**src/rtl/shared_bus_if.sv**
```systemverilog
// Core-to-bus handshake bundle shared by the two core masters and the arbiter.
interface shared_bus_if #(
    parameter int unsigned DATA_W = 32
);
    logic              core_a_req;
    logic [DATA_W-1:0] core_a_data;
    logic              core_a_last;
    logic              core_b_req;
    logic [DATA_W-1:0] core_b_data;
    logic              core_b_last;
    logic              bus_grant_a;
    logic              bus_grant_b;
    logic [DATA_W-1:0] bus_data;
    logic              bus_valid;
    logic              bus_preempt;

    // Core side: presents requests and beats, observes grants and the bus.
    modport master (
        output core_a_req, core_a_data, core_a_last,
        output core_b_req, core_b_data, core_b_last,
        input  bus_grant_a, bus_grant_b, bus_data, bus_valid, bus_preempt
    );

    // Arbiter side: consumes requests and beats, drives grants and the bus.
    modport slave (
        input  core_a_req, core_a_data, core_a_last,
        input  core_b_req, core_b_data, core_b_last,
        output bus_grant_a, bus_grant_b, bus_data, bus_valid, bus_preempt
    );
endinterface

```
**src/rtl/shared_bus_arbiter.sv**
```systemverilog
// Round-robin tenure arbiter for two cores sharing one bus, with burst
// ownership and a MAX_BURST limit that only bites when the other core waits.
module shared_bus_arbiter #(
    parameter int unsigned DATA_W    = 32,
    parameter int unsigned MAX_BURST = 16,
    parameter int unsigned CNT_W     = 8
) (
    input logic       clk,
    input logic       rst,
    shared_bus_if.slave bus
);

    localparam logic [CNT_W-1:0] CNT_SAT  = CNT_W'(MAX_BURST);
    localparam logic [CNT_W-1:0] LIMIT_M1 = CNT_W'(MAX_BURST - 1);

    typedef enum logic [1:0] {
        IDLE    = 2'd0,
        GRANT_A = 2'd1,
        GRANT_B = 2'd2
    } state_t;

    state_t            state;
    logic              prio;       // 0 favours A, 1 favours B
    logic [CNT_W-1:0]  beat_cnt;

    logic              own_req_c;
    logic              own_last_c;
    logic [DATA_W-1:0] own_data_c;
    logic              other_req_c;
    logic              accept_c;
    logic              preempt_c;
    logic              release_c;

    // Select the current owner's signals and decide accept / preempt / release.
    always_comb begin
        own_req_c   = 1'b0;
        own_last_c  = 1'b0;
        own_data_c  = '0;
        other_req_c = 1'b0;
        case (state)
            GRANT_A: begin
                own_req_c   = bus.core_a_req;
                own_last_c  = bus.core_a_last;
                own_data_c  = bus.core_a_data;
                other_req_c = bus.core_b_req;
            end
            GRANT_B: begin
                own_req_c   = bus.core_b_req;
                own_last_c  = bus.core_b_last;
                own_data_c  = bus.core_b_data;
                other_req_c = bus.core_a_req;
            end
            default: ;
        endcase
        accept_c  = (state != IDLE) && own_req_c;
        // A last beat that also hits the limit counts as a normal release.
        preempt_c = accept_c && !own_last_c && (beat_cnt >= LIMIT_M1) && other_req_c;
        release_c = (state != IDLE) && (!own_req_c || own_last_c || preempt_c);
    end

    // Arbitration FSM, beat counter, priority bit and registered bus outputs.
    always_ff @(posedge clk) begin
        if (rst) begin
            state           <= IDLE;
            prio            <= 1'b0;
            beat_cnt        <= '0;
            bus.bus_grant_a <= 1'b0;
            bus.bus_grant_b <= 1'b0;
            bus.bus_data    <= '0;
            bus.bus_valid   <= 1'b0;
            bus.bus_preempt <= 1'b0;
        end else begin
            bus.bus_valid   <= accept_c;
            bus.bus_preempt <= preempt_c;
            if (accept_c) begin
                bus.bus_data <= own_data_c;
                if (beat_cnt < CNT_SAT) begin
                    beat_cnt <= beat_cnt + CNT_W'(1);
                end
            end
            case (state)
                IDLE: begin
                    if (bus.core_a_req && (!bus.core_b_req || !prio)) begin
                        state           <= GRANT_A;
                        bus.bus_grant_a <= 1'b1;
                        beat_cnt        <= '0;
                    end else if (bus.core_b_req) begin
                        state           <= GRANT_B;
                        bus.bus_grant_b <= 1'b1;
                        beat_cnt        <= '0;
                    end
                end
                GRANT_A, GRANT_B: begin
                    if (release_c) begin
                        state           <= IDLE;
                        bus.bus_grant_a <= 1'b0;
                        bus.bus_grant_b <= 1'b0;
                        prio            <= (state == GRANT_A);
                    end
                end
                default: begin
                    state           <= IDLE;
                    bus.bus_grant_a <= 1'b0;
                    bus.bus_grant_b <= 1'b0;
                end
            endcase
        end
    end

endmodule

```
**src/flat_wrapper.sv**
```systemverilog
// flat-port wrapper written by rule: the top's interface ports become plain ports
module shared_bus_arbiter_flat 
#(
    parameter int unsigned DATA_W    = 32,
    parameter int unsigned MAX_BURST = 16,
    parameter int unsigned CNT_W     = 8
)
  (clk, rst, bus_core_a_req, bus_core_a_data, bus_core_a_last, bus_core_b_req, bus_core_b_data, bus_core_b_last, bus_bus_grant_a, bus_bus_grant_b, bus_bus_data, bus_bus_valid, bus_bus_preempt);
  shared_bus_if #(.DATA_W(DATA_W)) bus_i ();
  input logic clk;
  input logic rst;
  input wire logic [$bits(bus_i.core_a_req)-1:0] bus_core_a_req;
  input wire logic [$bits(bus_i.core_a_data)-1:0] bus_core_a_data;
  input wire logic [$bits(bus_i.core_a_last)-1:0] bus_core_a_last;
  input wire logic [$bits(bus_i.core_b_req)-1:0] bus_core_b_req;
  input wire logic [$bits(bus_i.core_b_data)-1:0] bus_core_b_data;
  input wire logic [$bits(bus_i.core_b_last)-1:0] bus_core_b_last;
  output wire logic [$bits(bus_i.bus_grant_a)-1:0] bus_bus_grant_a;
  output wire logic [$bits(bus_i.bus_grant_b)-1:0] bus_bus_grant_b;
  output wire logic [$bits(bus_i.bus_data)-1:0] bus_bus_data;
  output wire logic [$bits(bus_i.bus_valid)-1:0] bus_bus_valid;
  output wire logic [$bits(bus_i.bus_preempt)-1:0] bus_bus_preempt;
  assign bus_i.core_a_req = bus_core_a_req;
  assign bus_i.core_a_data = bus_core_a_data;
  assign bus_i.core_a_last = bus_core_a_last;
  assign bus_i.core_b_req = bus_core_b_req;
  assign bus_i.core_b_data = bus_core_b_data;
  assign bus_i.core_b_last = bus_core_b_last;
  assign bus_bus_grant_a = bus_i.bus_grant_a;
  assign bus_bus_grant_b = bus_i.bus_grant_b;
  assign bus_bus_data = bus_i.bus_data;
  assign bus_bus_valid = bus_i.bus_valid;
  assign bus_bus_preempt = bus_i.bus_preempt;
  shared_bus_arbiter #(.DATA_W(DATA_W), .MAX_BURST(MAX_BURST), .CNT_W(CNT_W)) u_core (.clk(clk), .rst(rst), .bus(bus_i));
endmodule
```
**config.mk**
```make
export PLATFORM = sky130hd
export DESIGN_NAME = shared_bus_arbiter_flat
export DESIGN_NICKNAME = d
export VERILOG_FILES = /design/src/rtl/shared_bus_if.sv /design/src/rtl/shared_bus_arbiter.sv /design/src/flat_wrapper.sv
export SDC_FILE = /design/constraint.sdc
export NUM_CORES = 1
export LEC_CHECK = 0
export ABC_CLOCK_PERIOD_IN_PS = 2800
export CAP_MARGIN = 20
export CORE_MARGIN = 5
export CORE_UTILIZATION = 37
export CTS_CLUSTER_SIZE = 25
export DETAILED_ROUTE_END_ITERATION = 8
export GPL_TIMING_DRIVEN = 0
export PLACE_DENSITY = 0.82
export SLEW_MARGIN = 15
export SYNTH_ARGS = -nofsm -noshare
export SYNTH_HDL_FRONTEND = slang
export SYNTH_SLANG_ARGS = --single-unit
export TNS_END_PERCENT = 1
```
**constraint.sdc**
```tcl
create_clock -name clk -period 2.8 [get_ports clk]
set_input_delay 0.56 -clock clk [delete_from_list [all_inputs] [get_ports clk]]
set_output_delay 0.56 -clock clk [all_outputs]
set_load 0.03 [all_outputs]
```
==> results.cfg <==
[placement]
place_congestion = 0.805
post-place-ws_ns = 0.523
post-dp-hpwl_mm = 4.56
io_buffers = 105
place_area_mm2 = 0.00323

[power]
p_leak_nw = 1.09
intPower_mw = 1.16
vdd_drop_max_mv = 0.246
cellPowerDensity_mw_per_mm2 = 496
swShare_pct = 29.9
seq_power_share_pct = 43.3
pwr-share-clk_pct = 26.8
p_switching_uw = 494
power_mw = 1.65
p_comb_share_pct = 30.0

[route]
ant_nets = 0
viasPerCell = 5.04
vias = 2075
drc = 0
drt-pass1-iter-count = 4
drt_wl_total_mm = 5.87
wl_per_cell_um = 14.3
drt-initial-drc-count = 78

[clock_tree]
clock_latency_ns = 0.29
cts-root-buf = clkbuf_8
tritoncts = done
cts_sinks = 47
cts_resized = 0
hold_buffers = 0
htreeDepth = 2
clk_path_buf_depth = 2
cts_setup_buffers = 0
clk_pin_slew_ns = 0.08
cts_made_buffers = 5

[timing]
rsz0062_at_grt = false
hold_viol = 0
slew_headroom_pct = 57.8
finalSetupTns_ns = 0
hold_ws_ns = 0.432
finalSetupViolations = 0
fin_ws_ns = 0.758
fmax_mhz = 490
slew_viol_final = 0
finalCriticalPeriod_ns = 2.04
worst_pin_slew_ns = 0.628
period_share_pct = 72.9
skew_ns = 0.00315

[setup_path]
critical_path_buf_inv_count = 2
critPathMaxStageDelay_ns = 0.55
cp_max_fo = 7
cp_top_family = simple AND/OR/NAND/NOR gates
ff2ff_setup_slack_ns = 0.76
crit_required_ns = 2.99
reg2reg_to = u_core.prio$_SDFFE_PP0P_
endpoint_kind = flip-flop
reg2reg_depth = 6
cp-start-kind = flip-flop
path_cells = inv_1 > ha_1 > inv_1 > nor3_1 > a21oi_1 > mux2i_1
r2r_start = u_core.state[0]$_SDFFE_PP0P_
crit_top_cell = inv_1
cp_data_arrival_time_ns = 2.23
path_class = flip-flop to flip-flop
critPathSlowestCell = nor3_1

[synth]
synth_fp_nets = 301
ys_ff_latch = 47
synth.area.top_cells = dfxtp_1, a211oi_1, a22oi_1
syn_area_mm2 = 0.00209
synth_cell_types = 33
synth-main-ff-cell = dfxtp_1
async_flop_share_pct = 0
synth_warnings = 0
syn_area_per_cell_um2 = 9.19
yosysTopAreaCell = dfxtp_1
synth-seq-area-share_pct = 45.1
synth_cells = 227
yosysTopAreaCellShare_pct = 45.1
synth_edf_count = 0

[floorplanning]
die_y_um = 85.1
ios = 106
core_mm2 = 0.00551
die-area_mm2 = 0.00724
start_util_pct = 37.9
die_w_um = 85.1
rows = 27

[global_route]
met3_usage_pct = 6.99
grt_pass1_wl_mm = 9.58
top_usage_layer = met2
grt.total_usage_pct = 16.3
antenna_found_initial = 0
grt_max_degree = 14
grt_pass1_vias = 2060
use_met2_pct = 27.8
gr-usage-met1_pct = 18.8
gr-total-overflow = 0

[run]
max-cap-violations = 0

[final_layout]
final_area_mm2 = 0.00333
final_nets = 413
n_antenna_cell = 0
drive_above_1_share_pct = 6.18
areaGrowthSynthToFinish_pct = 59.5

[run_status]
status = finished, final reports clean

[hold_path]
hold_path_class = flip-flop to flip-flop
min_path_cells = 2
min_from = u_core.beat_cnt[5]$_SDFF_PP0_
hold_path_end = u_core.beat_cnt[5]$_SDFF_PP0_
-- tightest hold or removal path, delay by kind of cell, from the launching register on --
family | cells | cell delay (ns)
flops | 1 | 0.32
simple gates | 1 | 0.03
buf+inv | 1 | 0.05
-- power groups by stage --
stage / registers (mW) / logic (mW) / clock network (mW)
after global routing: 0.718 / 0.538 / 0.489
final: 0.714 / 0.495 / 0.442
after detailed placement: 0.729 / 0.496 / 0
after floorplan: 0.773 / 0.248 / 0
after global placement: 0.728 / 0.491 / 0
after CTS: 0.714 / 0.498 / 0.457
-- cells in the mapped netlist, types with 2 or more instances --
| master | number |
|---|---|
| clkbuf_1 | 14 |
| xnor2_1 | 3 |
| buf_2 | 5 |
| nand3_1 | 2 |
| a21oi_1 | 7 |
| mux2i_1 | 2 |
| nor2_1 | 40 |
| dfxtp_1 | 47 |
| ha_1 | 4 |
| nand2b_1 | 4 |
| o21ai_0 | 4 |
| a211oi_1 | 32 |
| inv_1 | 9 |
| a22o_1 | 2 |
| nor3_1 | 3 |
| a22oi_1 | 32 |
-- final cells by class --
type | count | area (µm²)
repair buffers | 105 | 1050
flip-flops and latches | 47 | 941
well taps | 72 | 90.1
inverters | 9 | 33.8
multi-input cells | 152 | 1030
plain buffers | 19 | 77.6
clock buffers | 8 | 100
fillers | 490 | 2180
-- registers in the layout, indices dropped and copies added, names as in the netlist --
register,cells
u_core.bus.bus_grant_a,1
u_core.beat_cnt,8
u_core.state,2
u_core.bus.bus_grant_b,1
u_core.bus.bus_data,32
u_core.bus.bus_preempt,1
u_core.bus.bus_valid,1
u_core.prio,1
-- kinds of logic after synthesis --
| group | synth area share, % |
|---|---|
| compound gates | 30.5 |
| xor+xnor | 1.26 |
| fa+ha+maj | 2.40 |
| buf+inv | 5.34 |
| flops | 45.1 |
| mux | 0.960 |
| simple gates | 14.5 |
-- routing by layer --
metal  vias to the layer above  part of all wire [%]
li1                       1065                     -
met1                       929                    40
met2                        77                    49
met3                         4                   9.7
met4                         0                  0.85
met5                         -                     0
-- cells in the final DEF (no fill, tap or decap), types with 5 or more instances in the layout --
| cell type | synthesis | final |
|---|---|---|
| inv_1 | 9 | 9 |
| buf_2 | 5 | 5 |
| clkdlybuf4s50_1 | 0 | 105 |
| dfxtp_1 | 47 | 47 |
| a22oi_1 | 32 | 32 |
| clkbuf_1 | 14 | 15 |
| a211oi_1 | 32 | 32 |
| nor2_1 | 40 | 40 |
| clkbuf_8 | 0 | 7 |
| a21oi_1 | 7 | 7 |
-- stage by stage --
step / util (%) / instances
5_1_grt: 60.4 / 412
6_report: 60.4 / 412
3_5_place_dp: 58.6 / 404
4_1_cts: 60.4 / 412
3_3_place_gp: 58.6 / 404
2_1_floorplan: - / 227
-- how the worst max path moves through the flow --
stage | start | endpoint | slack (ns) | cells past startpoint
after floorplan | u_core.state[0]$_SDFFE_PP0P_ | u_core.bus.bus_grant_b$_SDFFE_PP0P_ | 1.13 | 6
after global placement | bus_core_a_req | u_core.bus.bus_grant_b$_SDFFE_PP0P_ | 0.55 | 5
after detailed placement | bus_core_b_req | u_core.prio$_SDFFE_PP0P_ | 0.52 | 5
after CTS | u_core.state[0]$_SDFFE_PP0P_ | u_core.bus.bus_data[7]$_SDFFE_PP0N_ | 0.80 | 7
after global routing | u_core.state[0]$_SDFFE_PP0P_ | u_core.bus.bus_data[25]$_SDFFE_PP0N_ | 0.58 | 6
final | u_core.state[0]$_SDFFE_PP0P_ | u_core.prio$_SDFFE_PP0P_ | 0.76 | 6
No activity file was read; power rests on OpenSTA's default activity.
